===== src/rtl/pipe_hazard_ctrl_if.sv =====
// rtl/pipe_hazard_ctrl_if.sv - D/E/M hazard inputs and stall/MD status outputs
interface pipe_hazard_ctrl_if #(
    parameter int CNT_W = 16
);
    logic [4:0]       rs_D;
    logic [4:0]       rt_D;
    logic             use_rs_D;
    logic             use_rt_D;
    logic [1:0]       tuse_rs_D;
    logic [1:0]       tuse_rt_D;
    logic             md_use_D;
    logic [4:0]       a3_E;
    logic [1:0]       tnew_E;
    logic [4:0]       a3_M;
    logic [1:0]       tnew_M;
    logic             md_start_E;
    logic             md_div_E;
    logic             stall;
    logic             flush_E;
    logic             md_busy;
    logic [3:0]       md_cnt;
    logic [CNT_W-1:0] stall_cnt;
    logic             md_err;

    modport master (
        output rs_D, rt_D, use_rs_D, use_rt_D, tuse_rs_D, tuse_rt_D, md_use_D,
               a3_E, tnew_E, a3_M, tnew_M, md_start_E, md_div_E,
        input  stall, flush_E, md_busy, md_cnt, stall_cnt, md_err
    );

    modport slave (
        input  rs_D, rt_D, use_rs_D, use_rt_D, tuse_rs_D, tuse_rt_D, md_use_D,
               a3_E, tnew_E, a3_M, tnew_M, md_start_E, md_div_E,
        output stall, flush_E, md_busy, md_cnt, stall_cnt, md_err
    );
endinterface


===== src/rtl/pipe_hazard_ctrl.sv =====
// rtl/pipe_hazard_ctrl.sv - Tuse/Tnew operand hazard, MD busy sequencing, stall statistics
module pipe_hazard_ctrl #(
    parameter int MULT_LAT = 5,
    parameter int DIV_LAT  = 10,
    parameter int CNT_W    = 16
) (
    input  logic              clk,
    input  logic              reset,
    pipe_hazard_ctrl_if.slave bus
);
    logic [3:0]       r_md_cnt;
    logic [CNT_W-1:0] r_stall_cnt;
    logic             r_md_err;

    logic w_stall_e_rs;
    logic w_stall_m_rs;
    logic w_stall_e_rt;
    logic w_stall_m_rt;
    logic w_md_busy;
    logic w_stall;

    // $0 never hazards; tnew of 0 is always covered by forwarding since tuse >= 0
    assign w_stall_e_rs = bus.use_rs_D && (bus.rs_D != 5'd0) && (bus.rs_D == bus.a3_E)
                          && (bus.tuse_rs_D < bus.tnew_E);
    assign w_stall_m_rs = bus.use_rs_D && (bus.rs_D != 5'd0) && (bus.rs_D == bus.a3_M)
                          && (bus.tuse_rs_D < bus.tnew_M);
    assign w_stall_e_rt = bus.use_rt_D && (bus.rt_D != 5'd0) && (bus.rt_D == bus.a3_E)
                          && (bus.tuse_rt_D < bus.tnew_E);
    assign w_stall_m_rt = bus.use_rt_D && (bus.rt_D != 5'd0) && (bus.rt_D == bus.a3_M)
                          && (bus.tuse_rt_D < bus.tnew_M);

    assign w_md_busy = bus.md_start_E || (r_md_cnt != 4'd0);
    assign w_stall   = w_stall_e_rs || w_stall_m_rs || w_stall_e_rt || w_stall_m_rt
                       || (bus.md_use_D && w_md_busy);

    // A start while still counting is a protocol error; the newest start still wins
    always_ff @(posedge clk or negedge reset) begin
        if (!reset) begin
            r_md_cnt <= 4'd0;
            r_md_err <= 1'b0;
        end else begin
            if (bus.md_start_E) begin
                r_md_cnt <= bus.md_div_E ? 4'(DIV_LAT) : 4'(MULT_LAT);
                if (r_md_cnt != 4'd0)
                    r_md_err <= 1'b1;
            end else if (r_md_cnt != 4'd0) begin
                r_md_cnt <= r_md_cnt - 4'd1;
            end
        end
    end

    always_ff @(posedge clk or negedge reset) begin
        if (!reset)
            r_stall_cnt <= '0;
        else if (w_stall && (r_stall_cnt != {CNT_W{1'b1}}))
            r_stall_cnt <= r_stall_cnt + 1'b1;
    end

    assign bus.stall     = w_stall;
    assign bus.flush_E   = w_stall;
    assign bus.md_busy   = w_md_busy;
    assign bus.md_cnt    = r_md_cnt;
    assign bus.stall_cnt = r_stall_cnt;
    assign bus.md_err    = r_md_err;
endmodule

===== src/flat_wrapper.sv =====
// flat-port wrapper written by rule: the top's interface ports become plain ports
module pipe_hazard_ctrl_flat 
#(
    parameter int MULT_LAT = 5,
    parameter int DIV_LAT  = 10,
    parameter int CNT_W    = 16
)
  (clk, reset, bus_rs_D, bus_rt_D, bus_use_rs_D, bus_use_rt_D, bus_tuse_rs_D, bus_tuse_rt_D, bus_md_use_D, bus_a3_E, bus_tnew_E, bus_a3_M, bus_tnew_M, bus_md_start_E, bus_md_div_E, bus_stall, bus_flush_E, bus_md_busy, bus_md_cnt, bus_stall_cnt, bus_md_err);
  pipe_hazard_ctrl_if #(.CNT_W(CNT_W)) bus_i ();
  input  logic clk;
  input  logic reset;
  input wire logic [$bits(bus_i.rs_D)-1:0] bus_rs_D;
  input wire logic [$bits(bus_i.rt_D)-1:0] bus_rt_D;
  input wire logic [$bits(bus_i.use_rs_D)-1:0] bus_use_rs_D;
  input wire logic [$bits(bus_i.use_rt_D)-1:0] bus_use_rt_D;
  input wire logic [$bits(bus_i.tuse_rs_D)-1:0] bus_tuse_rs_D;
  input wire logic [$bits(bus_i.tuse_rt_D)-1:0] bus_tuse_rt_D;
  input wire logic [$bits(bus_i.md_use_D)-1:0] bus_md_use_D;
  input wire logic [$bits(bus_i.a3_E)-1:0] bus_a3_E;
  input wire logic [$bits(bus_i.tnew_E)-1:0] bus_tnew_E;
  input wire logic [$bits(bus_i.a3_M)-1:0] bus_a3_M;
  input wire logic [$bits(bus_i.tnew_M)-1:0] bus_tnew_M;
  input wire logic [$bits(bus_i.md_start_E)-1:0] bus_md_start_E;
  input wire logic [$bits(bus_i.md_div_E)-1:0] bus_md_div_E;
  output wire logic [$bits(bus_i.stall)-1:0] bus_stall;
  output wire logic [$bits(bus_i.flush_E)-1:0] bus_flush_E;
  output wire logic [$bits(bus_i.md_busy)-1:0] bus_md_busy;
  output wire logic [$bits(bus_i.md_cnt)-1:0] bus_md_cnt;
  output wire logic [$bits(bus_i.stall_cnt)-1:0] bus_stall_cnt;
  output wire logic [$bits(bus_i.md_err)-1:0] bus_md_err;
  assign bus_i.rs_D = bus_rs_D;
  assign bus_i.rt_D = bus_rt_D;
  assign bus_i.use_rs_D = bus_use_rs_D;
  assign bus_i.use_rt_D = bus_use_rt_D;
  assign bus_i.tuse_rs_D = bus_tuse_rs_D;
  assign bus_i.tuse_rt_D = bus_tuse_rt_D;
  assign bus_i.md_use_D = bus_md_use_D;
  assign bus_i.a3_E = bus_a3_E;
  assign bus_i.tnew_E = bus_tnew_E;
  assign bus_i.a3_M = bus_a3_M;
  assign bus_i.tnew_M = bus_tnew_M;
  assign bus_i.md_start_E = bus_md_start_E;
  assign bus_i.md_div_E = bus_md_div_E;
  assign bus_stall = bus_i.stall;
  assign bus_flush_E = bus_i.flush_E;
  assign bus_md_busy = bus_i.md_busy;
  assign bus_md_cnt = bus_i.md_cnt;
  assign bus_stall_cnt = bus_i.stall_cnt;
  assign bus_md_err = bus_i.md_err;
  pipe_hazard_ctrl #(.MULT_LAT(MULT_LAT), .DIV_LAT(DIV_LAT), .CNT_W(CNT_W)) u_core (.clk(clk), .reset(reset), .bus(bus_i));
endmodule

===== config.mk =====
export PLATFORM = sky130hd
export DESIGN_NAME = pipe_hazard_ctrl_flat
export DESIGN_NICKNAME = d
export VERILOG_FILES = /design/src/rtl/pipe_hazard_ctrl_if.sv /design/src/rtl/pipe_hazard_ctrl.sv /design/src/flat_wrapper.sv
export SDC_FILE = /design/constraint.sdc
export NUM_CORES = 1
export LEC_CHECK = 0
export ABC_AREA = 0
export CAP_MARGIN = 20
export CORE_MARGIN = 2
export CORE_UTILIZATION = 47
export CTS_BUF_LIST = sky130_fd_sc_hd__clkbuf_8 sky130_fd_sc_hd__clkbuf_16
export CTS_CLUSTER_DIAMETER = 40
export DETAILED_ROUTE_END_ITERATION = 8
export PLACE_DENSITY = 0.85
export RECOVER_POWER = 25
export SLEW_MARGIN = 20
export SYNTH_ARGS = -nofsm -noshare
export SYNTH_HDL_FRONTEND = slang
export SYNTH_SLANG_ARGS = --single-unit

===== constraint.sdc =====
create_clock -name clk -period 6.1 [get_ports clk]
set_clock_uncertainty 0.1 [all_clocks]
set_input_delay 0.915 -clock clk [delete_from_list [all_inputs] [get_ports clk]]
set_output_delay 0.915 -clock clk [all_outputs]
set_load 0.01 [all_outputs]

==> impl_metrics.xml <==
<?xml version="1.0" encoding="UTF-8"?>
<metrics>
  <group name="critical_path">
    <metric name="critical_path.cell_chain" unit="">clkdlybuf4s50_1, inv_1, ha_1, nor4_1, a22oi_1, o221ai_4, clkdlybuf4s50_1</metric>
    <metric name="reg2reg_setup_slack" unit="ps">3510</metric>
    <metric name="timing.critical_path.mode_cell" unit="">sky130_fd_sc_hd__clkdlybuf4s50_1</metric>
    <metric name="critical-path-slowest-cell" unit="">sky130_fd_sc_hd__clkdlybuf4s50_1</metric>
    <metric name="critical_path_required" unit="ps">5080</metric>
    <metric name="timing.critical_path.buf_inv" unit="">3</metric>
    <metric name="cp.arrival" unit="ps">3380</metric>
    <metric name="r2r-start" unit="">u_core.bus.stall_cnt[0]$_DFFE_PN0P_</metric>
    <metric name="startpoint_type" unit="">input pin</metric>
    <metric name="capture_point_of_the_worst_reg_to_reg_path" unit="">u_core.bus.stall_cnt[1]$_DFFE_PN0P_</metric>
    <metric name="worstPathMaxFanout" unit="">18</metric>
    <metric name="critical-path-max-stage-delay" unit="ps">660</metric>
    <metric name="cp_top_family" unit="">buffers and inverters</metric>
    <metric name="critPathLaunch" unit="">bus_tnew_M[1]</metric>
    <metric name="type_of_the_setup_path_with_the_least_slack" unit="">input pin to output pin</metric>
    <metric name="setup.worst_path.end_class" unit="">output pin</metric>
    <metric name="timing.reg2reg.worst_path_depth" unit="">7</metric>
  </group>
  <group name="clock_network">
    <metric name="clkSinkCount" unit="">21</metric>
    <metric name="post_cts.repair.setup_buffers" unit="">0</metric>
    <metric name="max-clock-path-buffers" unit="">2</metric>
    <metric name="cts.reportedPaths.clkPinSlew" unit="ps">70</metric>
    <metric name="tritoncts" unit="">done</metric>
    <metric name="cts_root_buffer" unit="">sky130_fd_sc_hd__clkbuf_8</metric>
    <metric name="insertion_delay" unit="ps">250</metric>
    <metric name="ctsResizeCount" unit="">0</metric>
    <metric name="htree_num_levels" unit="">1</metric>
    <metric name="cts_hold_repair.buffers" unit="">0</metric>
    <metric name="cts_made_buffers" unit="">3</metric>
  </group>
  <group name="finish">
    <metric name="finalInstanceArea" unit="mm^2">0.00213</metric>
    <metric name="antenna_cells" unit="">0</metric>
    <metric name="stdcell_count" unit="">246</metric>
    <metric name="drive_above_1_share" unit="">0.0842</metric>
    <metric name="areaGrowthSynthToFinish" unit="%">43.7</metric>
    <metric name="layout.nets" unit="">245</metric>
  </group>
  <group name="status">
    <metric name="run_status" unit="">complete, no violations</metric>
  </group>
  <group name="detailed_routing">
    <metric name="route.final.wire_length" unit="um">3830</metric>
    <metric name="routed-via-count" unit="">1304</metric>
    <metric name="route.antenna.remaining_nets" unit="">0</metric>
    <metric name="wire_per_inst" unit="um">15.6</metric>
    <metric name="drt-vias-per-instance" unit="">5.30</metric>
    <metric name="post-route-drc-count" unit="">0</metric>
    <metric name="detailedRoute.firstIterationViolations" unit="">48</metric>
    <metric name="drt_first_pass_iters" unit="">4</metric>
  </group>
  <group name="floorplanning">
    <metric name="start_util" unit="">0.489</metric>
    <metric name="dieArea" unit="mm^2">0.00362</metric>
    <metric name="floorplan.rows" unit="">20</metric>
    <metric name="die_width" unit="um">60.1</metric>
    <metric name="floorplan.die.height" unit="um">60.1</metric>
    <metric name="ioPinCount" unit="">59</metric>
    <metric name="fp.coreArea" unit="mm^2">0.00303</metric>
  </group>
  <group name="pwr">
    <metric name="sequentialPowerShare" unit="">0.419</metric>
    <metric name="pwr-share-comb" unit="">0.401</metric>
    <metric name="power.clock.fraction" unit="">0.180</metric>
    <metric name="internal_power" unit="mW">0.325</metric>
    <metric name="p_sw_frac" unit="">0.323</metric>
    <metric name="pwr_dens" unit="mW/mm^2">225</metric>
    <metric name="vdd.ir_drop.worst" unit="mV">0.221</metric>
    <metric name="leakagePower" unit="nW">0.862</metric>
    <metric name="power.net_switching" unit="mW">0.155</metric>
    <metric name="finalPower" unit="mW">0.480</metric>
  </group>
  <group name="hold_path">
    <metric name="min_to" unit="">u_core.bus.md_err$_DFFE_PN0P_</metric>
    <metric name="hold_path_class" unit="">flip-flop to flip-flop</metric>
    <metric name="hold_path_depth" unit="">1</metric>
    <metric name="worst_hold_startpoint" unit="">u_core.bus.md_err$_DFFE_PN0P_</metric>
  </group>
  <group name="logic_synthesis">
    <metric name="synth.top_cells.by_area" unit="">sky130_fd_sc_hd__dfrtp_1, sky130_fd_sc_hd__xor2_1, sky130_fd_sc_hd__xnor2_1</metric>
    <metric name="synth_compound_gate_area_share" unit="">0.106</metric>
    <metric name="dominant_combinational_cell_family_by_area_after_synthesis" unit="">simple AND/OR/NAND/NOR gates</metric>
    <metric name="postSynthRegisterBits" unit="">21</metric>
    <metric name="number_of_distinct_library_cells_after_synthesis" unit="">36</metric>
    <metric name="yosys.area_share.simple" unit="">0.224</metric>
    <metric name="synthDominantAreaCellType" unit="">sky130_fd_sc_hd__dfrtp_1</metric>
    <metric name="synth.mux.area_fraction" unit="">0.0101</metric>
    <metric name="synth_largest_type_area_fraction" unit="">0.355</metric>
    <metric name="synthTopCellsByCount" unit="">sky130_fd_sc_hd__dfrtp_1, sky130_fd_sc_hd__xor2_1, sky130_fd_sc_hd__xnor2_1, sky130_fd_sc_hd__and3_1, sky130_fd_sc_hd__ha_1</metric>
    <metric name="syn-mean-instance-area" unit="um^2">10.4</metric>
    <metric name="number_of_enable_type_register_cells_in_the_synthesized_netlist" unit="">0</metric>
    <metric name="postSynthNetCount" unit="">185</metric>
    <metric name="post_synth_inst_count" unit="">143</metric>
    <metric name="ys.warnings.count" unit="">0</metric>
    <metric name="yosys.area_share.xor_xnor" unit="">0.213</metric>
    <metric name="synthArstFlopShare" unit="">1.00</metric>
    <metric name="synth.yosys.seq_area_share" unit="">0.355</metric>
    <metric name="yosys_most_used_dff" unit="">sky130_fd_sc_hd__dfrtp_1</metric>
    <metric name="synth.cell_area" unit="mm^2">0.00148</metric>
    <metric name="fraction_of_the_mapped_netlist_area_in_adder_cells" unit="">0.0591</metric>
  </group>
  <group name="timing">
    <metric name="finalHoldViolCount" unit="">0</metric>
    <metric name="final_setup_vio_count" unit="">0</metric>
    <metric name="setup_total_negative_slack" unit="ps">0</metric>
    <metric name="setup_slack" unit="ps">1700</metric>
    <metric name="timing.final.crit_share" unit="">0.721</metric>
    <metric name="fmaxAchievable" unit="GHz">0.227</metric>
    <metric name="grt_setup_unrepaired" unit="">false</metric>
    <metric name="min_period" unit="ps">4400</metric>
    <metric name="timing.max_slew.rel_slack" unit="">0.362</metric>
    <metric name="tightest_slew" unit="ps">953</metric>
    <metric name="pins_over_their_slew_limit" unit="">0</metric>
  </group>
  <group name="job">
    <metric name="count_of_max_cap_constraint_violations" unit="">0</metric>
  </group>
  <group name="place">
    <metric name="numPortBuffers" unit="">58</metric>
    <metric name="numPlacedInstances" unit="">242</metric>
    <metric name="postPlaceCellArea" unit="mm^2">0.00208</metric>
    <metric name="routabilityCongestion" unit="">1.06</metric>
    <metric name="preCtsSetupSlack" unit="ps">1690</metric>
    <metric name="sum_of_net_half_perimeters_after_detailed_placement" unit="um">3040</metric>
  </group>
  <group name="global_route">
    <metric name="overflow" unit="">0</metric>
    <metric name="grt_max_degree" unit="">22</metric>
    <metric name="first_global_vias" unit="">1338</metric>
    <metric name="grt_antenna_before_repair" unit="">0</metric>
    <metric name="grt.total_usage" unit="">0.233</metric>
    <metric name="grt_pass1_wl" unit="um">6240</metric>
  </group>
</metrics>
-- cell type report --
cell class	instances	area, um^2
Fill cell	247	900
Multi-Input combinational cell	115	907
Timing Repair Buffer	58	581
Tap cell	44	55.1
Sequential cell	21	526
Clock inverter	1	3.75
Clock buffer	3	41.3
Inverter	4	15.0
-- worst max path at each step --
stage | end | slack, ps | depth (start not counted)
floorplan | bus_stall | 2930 | 7
global placement | bus_flush_E | 1830 | 7
detailed placement | bus_flush_E | 1690 | 7
CTS | bus_flush_E | 1680 | 7
global route | bus_stall | 1530 | 7
finish | bus_flush_E | 1700 | 7
-- worst register-to-register path: cells and delay by family (launching register included) --
family        cells  cell delay (ps)
flops             1              420
simple gates      5             1460
mux               1              310
fa+ha+maj         1              200
-- power by group through the flow --
stage / registers [mW] / clock network (mW) / logic (mW)
floorplan: 0.209 / 0 / 0.0798
global placement: 0.201 / 0 / 0.185
detailed placement: 0.203 / 0 / 0.193
CTS: 0.201 / 0.0886 / 0.194
global route: 0.207 / 0.0955 / 0.209
finish: 0.201 / 0.0864 / 0.192
-- registers in the layout, indices dropped and copies added (netlist names) --
name,flops
u_core.bus.md_err,1
u_core.bus.stall_cnt,16
u_core.bus.md_cnt,4
-- layer usage --
metal,track usage,up-vias,wire (um)
met5,0,-,0
met4,0.105,0,104
met3,0.0346,8,261
met2,0.424,59,1920
met1,0.266,609,1550
li1,-,628,-
-- layout by cell type, fill, tap and decap left out --
cell type | synthesis | routed
sky130_fd_sc_hd__clkdlybuf4s50_1 | 0 | 56
sky130_fd_sc_hd__xor2_1 | 21 | 21
sky130_fd_sc_hd__dfrtp_1 | 21 | 21
sky130_fd_sc_hd__xnor2_1 | 15 | 15
sky130_fd_sc_hd__and3_1 | 7 | 7
sky130_fd_sc_hd__ha_1 | 7 | 7
sky130_fd_sc_hd__nand3_2 | 6 | 6
sky130_fd_sc_hd__inv_1 | 4 | 5
sky130_fd_sc_hd__nand2_1 | 5 | 5
sky130_fd_sc_hd__nand2b_1 | 5 | 5
sky130_fd_sc_hd__a211oi_1 | 5 | 5
sky130_fd_sc_hd__nor2_1 | 4 | 4
sky130_fd_sc_hd__nand4_1 | 4 | 4
sky130_fd_sc_hd__nor4_1 | 3 | 3
sky130_fd_sc_hd__o21ai_0 | 3 | 3
sky130_fd_sc_hd__nand3_1 | 3 | 3
sky130_fd_sc_hd__clkbuf_8 | 0 | 3
sky130_fd_sc_hd__or4_1 | 2 | 2
sky130_fd_sc_hd__o21ai_2 | 2 | 2
sky130_fd_sc_hd__a22oi_1 | 2 | 2
sky130_fd_sc_hd__and4_1 | 2 | 2
sky130_fd_sc_hd__nand2_2 | 2 | 2
sky130_fd_sc_hd__a21oi_1 | 2 | 2
sky130_fd_sc_hd__nor3_1 | 2 | 2
sky130_fd_sc_hd__a21o_1 | 2 | 2
sky130_fd_sc_hd__o21a_1 | 2 | 2
sky130_fd_sc_hd__dlygate4sd3_1 | 0 | 2
sky130_fd_sc_hd__or2_2 | 1 | 1
sky130_fd_sc_hd__nor4_2 | 1 | 1
sky130_fd_sc_hd__o221ai_4 | 1 | 1
sky130_fd_sc_hd__and4b_1 | 1 | 1
sky130_fd_sc_hd__nor2b_1 | 1 | 1
sky130_fd_sc_hd__a31oi_1 | 1 | 1
sky130_fd_sc_hd__nand3b_1 | 1 | 1
sky130_fd_sc_hd__or3_1 | 1 | 1
sky130_fd_sc_hd__mux2_4 | 1 | 1
-- through the flow --
stage                     hold slack (ps)  utilization
after floorplan                       393            -
after global placement                339        0.688
after detailed placement              345        0.688
after CTS                             362        0.703
after global routing                  390        0.703
final                                 355        0.703
-- logic make-up (layout without fill, tap and decap cells) --
| logic type | after synthesis | after routing |
|---|---|---|
| adder cells (fa/ha/maj) | 7 | 7 |
| multiplexers | 1 | 1 |
| flip-flops | 21 | 21 |
| AO/OA/AOI/OAI | 20 | 20 |
| buffers and inverters | 7 | 66 |
| XOR/XNOR | 36 | 36 |
| AND/OR/NAND/NOR | 51 | 51 |
(Power assumes the default switching activity.)
